<file path="src/rtl/serial_adder_pkg.sv">
// Shared types and constants for the bit-serial adder.
// Optional signed-overflow output is enabled by defining SERIAL_ADDER_OVF_EN.
package serial_adder_pkg;

  localparam int DEFAULT_WIDTH = 8;

  typedef enum logic [1:0] {
    IDLE = 2'd0,
    RUN  = 2'd1,
    DONE = 2'd2
  } state_e;

endpackage

</file>
<file path="src/rtl/serial_adder_full_adder.sv">
// Single-bit combinational full adder used as the serial adder's arithmetic slice.
module full_adder (
  input  logic a,
  input  logic b,
  input  logic c,
  output logic sum,
  output logic carry
);

  assign sum   = a ^ b ^ c;
  assign carry = (a & b) | (a & c) | (b & c);

endmodule

</file>
<file path="src/rtl/serial_adder.sv">
// Bit-serial adder: one bit per clock, LSB first, WIDTH cycles per addition.
// Define SERIAL_ADDER_OVF_EN to add the signed-overflow output ovf.
module serial_adder
  import serial_adder_pkg::*;
#(
  parameter int WIDTH = DEFAULT_WIDTH
) (
  input  logic             clk,
  input  logic             rst_n,
  input  logic             start,
  input  logic [WIDTH-1:0] a,
  input  logic [WIDTH-1:0] b,
  input  logic             cin,
  output logic             busy,
  output logic             done,
  output logic [WIDTH-1:0] sum,
`ifdef SERIAL_ADDER_OVF_EN
  output logic             cout,
  output logic             ovf
`else
  output logic             cout
`endif
);

  localparam int CNT_W = $clog2(WIDTH);

  state_e           state_q;
  logic [WIDTH-1:0] a_q;
  logic [WIDTH-1:0] b_q;
  logic [WIDTH-1:0] sum_q;
  logic [CNT_W-1:0] cnt_q;
  logic             carry_q;
  logic             busy_q;
  logic             done_q;
  logic             fa_sum;
  logic             fa_carry;
  logic             last_bit;

  assign last_bit = (cnt_q == CNT_W'(WIDTH - 1));

  full_adder u_fa (
    .a    (a_q[0]),
    .b    (b_q[0]),
    .c    (carry_q),
    .sum  (fa_sum),
    .carry(fa_carry)
  );

`ifdef SERIAL_ADDER_OVF_EN
  logic ovf_q;

  // Carry into the MSB is carry_q while the last bit is being added.
  always_ff @(posedge clk or negedge rst_n) begin
    if (!rst_n) begin
      ovf_q <= 1'b0;
    end else if (state_q == RUN && last_bit) begin
      ovf_q <= carry_q ^ fa_carry;
    end
  end

  assign ovf = ovf_q;
`endif

  always_ff @(posedge clk or negedge rst_n) begin
    if (!rst_n) begin
      state_q <= IDLE;
      a_q     <= '0;
      b_q     <= '0;
      sum_q   <= '0;
      cnt_q   <= '0;
      carry_q <= 1'b0;
      busy_q  <= 1'b0;
      done_q  <= 1'b0;
    end else begin
      case (state_q)
        IDLE: begin
          if (start) begin
            a_q     <= a;
            b_q     <= b;
            carry_q <= cin;
            cnt_q   <= '0;
            state_q <= RUN;
            busy_q  <= 1'b1;
          end
        end
        RUN: begin
          a_q     <= a_q >> 1;
          b_q     <= b_q >> 1;
          sum_q   <= {fa_sum, sum_q[WIDTH-1:1]};
          carry_q <= fa_carry;
          if (last_bit) begin
            cnt_q   <= '0;
            state_q <= DONE;
            busy_q  <= 1'b0;
            done_q  <= 1'b1;
          end else begin
            cnt_q <= cnt_q + 1'b1;
          end
        end
        DONE: begin
          state_q <= IDLE;
          done_q  <= 1'b0;
        end
        default: begin
          state_q <= IDLE;
          busy_q  <= 1'b0;
          done_q  <= 1'b0;
        end
      endcase
    end
  end

  assign busy = busy_q;
  assign done = done_q;
  assign sum  = sum_q;
  assign cout = carry_q;

endmodule

</file>
<file path="config.mk">
export PLATFORM = sky130hd
export DESIGN_NAME = serial_adder
export DESIGN_NICKNAME = d
export VERILOG_FILES = /design/src/rtl/serial_adder_pkg.sv /design/src/rtl/serial_adder_full_adder.sv /design/src/rtl/serial_adder.sv
export SDC_FILE = /design/constraint.sdc
export NUM_CORES = 1
export LEC_CHECK = 0
export ABC_AREA = 1
export BUFFER_PORTS_ARGS = -buffer_cell sky130_fd_sc_hd__buf_2
export CAP_MARGIN = 10
export CORE_UTILIZATION = 51
export CTS_BUF_LIST = sky130_fd_sc_hd__clkbuf_4
export CTS_CLUSTER_SIZE = 40
export DETAILED_ROUTE_END_ITERATION = 10
export PLACE_DENSITY = 0.89
export SLEW_MARGIN = 30
export SYNTH_ARGS = -nofsm -noshare
export SYNTH_HDL_FRONTEND = slang
export SYNTH_SLANG_ARGS = --single-unit
</file>
<file path="constraint.sdc">
create_clock -name clk -period 1.25 [get_ports clk]
set_clock_uncertainty 0.1 [all_clocks]
set_input_delay 0.125 -clock clk [delete_from_list [all_inputs] [get_ports clk]]
set_output_delay 0.125 -clock clk [all_outputs]
set_load 0.1 [all_outputs]
</file>
==> results.md <==
- Filler cell count: 151
- CTS tree: done
- Critical path's top delay family: flip-flops
- CP max stage cell: dfrtp_4
- Area of the mapped netlist: approximately 0.0016 sq mm
- Hold slack: ~78 ps
- Hold Violations, Final: 0
- HPWL after DPL: around 2200 um
- Ys Warns: 0
- R2r startpoint: cout
- Hold Crit Depth: 4
- Vias: 1568
- Status: finished, violations left
- DRC violations left: 0
- Final WL: 4300 um
- Top-count cell post-synth: nand2_1
- EDFF count, synth: 0
- Sequential cell area: 817 sq um
- Global-route wire length before repair: 6000 um
- Period utilisation layout: 1.10
- Pin count of the biggest net entering global routing: 33
- CP Buf/Inv Count: 2
- Failing checks: setup timing
- Clock tree buffer depth: 2
- Crit path cell chain: buf_6 > buf_12
- Pwr dens: around 3000 mW/mm^2
- CP max FO: 2
- Highest cell delay on the worst timing path: just over 500 ps
- Critical path class: reg -> out
- Sequential-to-total area share from yosys stat: 0.498
- H-tree Lvls: 2
- Clk Latency, worst-skew pair: 360 ps
- Initial core utilization: 0.531
- Clock Pin Slew Worst Setup and Hold Paths: 110 ps
- Layout cells sized above 1: 0.365
- Measured slew at the worst slew-check pin: 403 ps
- Placed insts: 276
- Die Wd: just under 60 um
- Initial antenna violation count: 0
- R2R cell count: 5
- P_leak: 1.32 nW
- Worst Hold Class: in -> reg
- First-pass iteration count of the detailed router: 4
- Area contributors post-synth: dfrtp_1 50%, nand3_1 15%, nand2_1 12%
- Number of placement rows: 20
- # IOs: 31
- Syn_area_per_cell: 7.99 sq um
- Total GRT Usage: 0.242
- Layout Cells excl Fill: 310
- Core area: just over 0.003 sq mm
- 1st-iter DRT viols: 95
- Top cell type's share of synthesized area: 0.498
- CP Launch Type: flip-flop
- Clk sinks: 32
- Worst reg2reg setup slack: -90 ps
- CTS Root Cell: clkbuf_4
- Syn Inst Count: 201
- Sink of the worst hold path: cnt_q[1]
- Remaining Overflow, GRT: 0
- Slew headroom: 0.731
- RSZ-0062 raised after global routing: true
- Area Overhead vs Synth: 58.3%
- Req. time, crit path: 1020 ps
- Setup violators final: 5
- Die area: about 0.0034 sq mm
- Slew Limit Fails: 0
- IO Port Bufs: 30
- Vias in the first global route: 1421
- Number of vias per cell: roughly 5
- Fmax: a little over 700 MHz
- ANT nets after route: 0
- VDD IR max: between 2 and 2.5 mV
- Worst path arrival time: 1160 ps
- Reg2Reg Capture Point: cout
- Setup slack after layout: -131 ps
- Post-synth ARST share: 1.00
- Die height: between 50 and 60 um
- Diode count: 0
- Synth Flop Type: dfrtp_1
- Area of the multi-input gates: about 700 sq um
- Setup crit end kind: primary output
- Post-Syn Nets: 224
- Synth Register Bits: 32
- Synth cell count leaders: 53 x nand2_1, 48 x nand3_1, 36 x inv_1
- HP Start: start
- Fin crit period: 1380 ps
- Drt wl/cell: 13.9 um
- Placer Congestion: 0.783
- Post-synth cell types: 15
- Max-cap violation count: 0
- CTS buffer count: 5
- Final Util: 0.840
- Final net count: 288
- Yosys top cell by area: dfrtp_1
-- cell usage in the layout (no fill, tap or decap), types with 2 or more instances in the layout --
master | synthesis | layout
nand2_1 | 53 | 44
nand3_1 | 48 | 41
inv_1 | 36 | 34
dfrtp_1 | 32 | 21
buf_2 | 5 | 19
dlygate4sd3_1 | 0 | 18
buf_12 | 0 | 14
buf_4 | 4 | 11
dfrtp_2 | 0 | 10
nand2_2 | 0 | 8
nand3_2 | 0 | 7
o21ai_0 | 10 | 6
clkbuf_4 | 0 | 6
o21ai_1 | 1 | 4
clkbuf_16 | 0 | 4
nand2_8 | 0 | 2
nand2_4 | 3 | 2
inv_2 | 0 | 2
ha_2 | 0 | 2
buf_6 | 2 | 2
-- worst max path at each step --
stage          startpoint  endpoint  slack [ps]  depth (start not counted)
3_5_place_dp     cnt_q[0]  cnt_q[0]         -70                          5
3_3_place_gp         cout      cout          20                          5
5_1_grt              cout      cout        -150                          2
6_report             cout      cout        -130                          2
4_1_cts              cout      cout        -130                          2
2_1_floorplan        cout      cout        -170                          5
-- timing repair --
item,in CTS,in global routing
gates resized for setup,4,31
pin swaps,2,7
endpoints found under the setup margin,4,13
gates cloned,0,4
buffers inserted,2,2
hold buffers,18,0
hold endpoints to repair,49,0
-- flip-flops by register name, indices dropped and copies added, names as in the netlist --
name	cells
a_q	8
b_q	8
busy	1
cnt_q	3
cout	1
done	1
state_q	2
sum	8
-- metrics by stage --
stage          cell area [sq um]  setup TNS [ps]  power (mW)  worst slack [ps]
2_1_floorplan               1620            -363        4.43              -167
3_3_place_gp                2040               0        5.67              17.1
3_5_place_dp                2040           -66.9        5.79             -66.9
4_1_cts                     2330            -151        6.71              -127
5_1_grt                     2540            -917        7.95              -154
6_report                    2540            -320        7.53              -131
-- tightest hold or removal path, cell delays in order --
cell and delay [ps]:
buf_2 110, nand2_4 110, nand3_1 110, nand2_1 50
-- cell type report --
type                            count  area share
Multi-Input combinational cell    121       0.270
Inverter                           37      0.0566
Clock inverter                      2      0.0138
Clock buffer                        6      0.0177
Tap cell                           44      0.0217
Sequential cell                    32       0.321
Timing Repair Buffer               68       0.299
-- report_power, final --
part	internal [mW]	switching [mW]	total, mW
logic	1.98	2.75	4.73
registers	1.56	0.429	1.99
clock network	0.441	0.374	0.815
total	3.98	3.55	7.53
-- logic make-up (layout without fill, tap and decap cells) --
kind of cell | count (synthesis) | in the layout | synth area share
simple gates | 107 | 107 | 0.303
fa+ha+maj | 3 | 3 | 0.0280
compound gates | 11 | 11 | 0.0343
buf+inv | 48 | 113 | 0.136
flops | 32 | 32 | 0.498
-- per-layer routing --
layer,part of all wire,track usage,vias to the layer above
li1,-,-,754
met1,0.40,0.300,730
met2,0.51,0.379,74
met3,0.066,0.0603,10
met4,0.024,0.153,0
met5,0,0,-
Note: power is estimated with default switching activity, not from simulation.
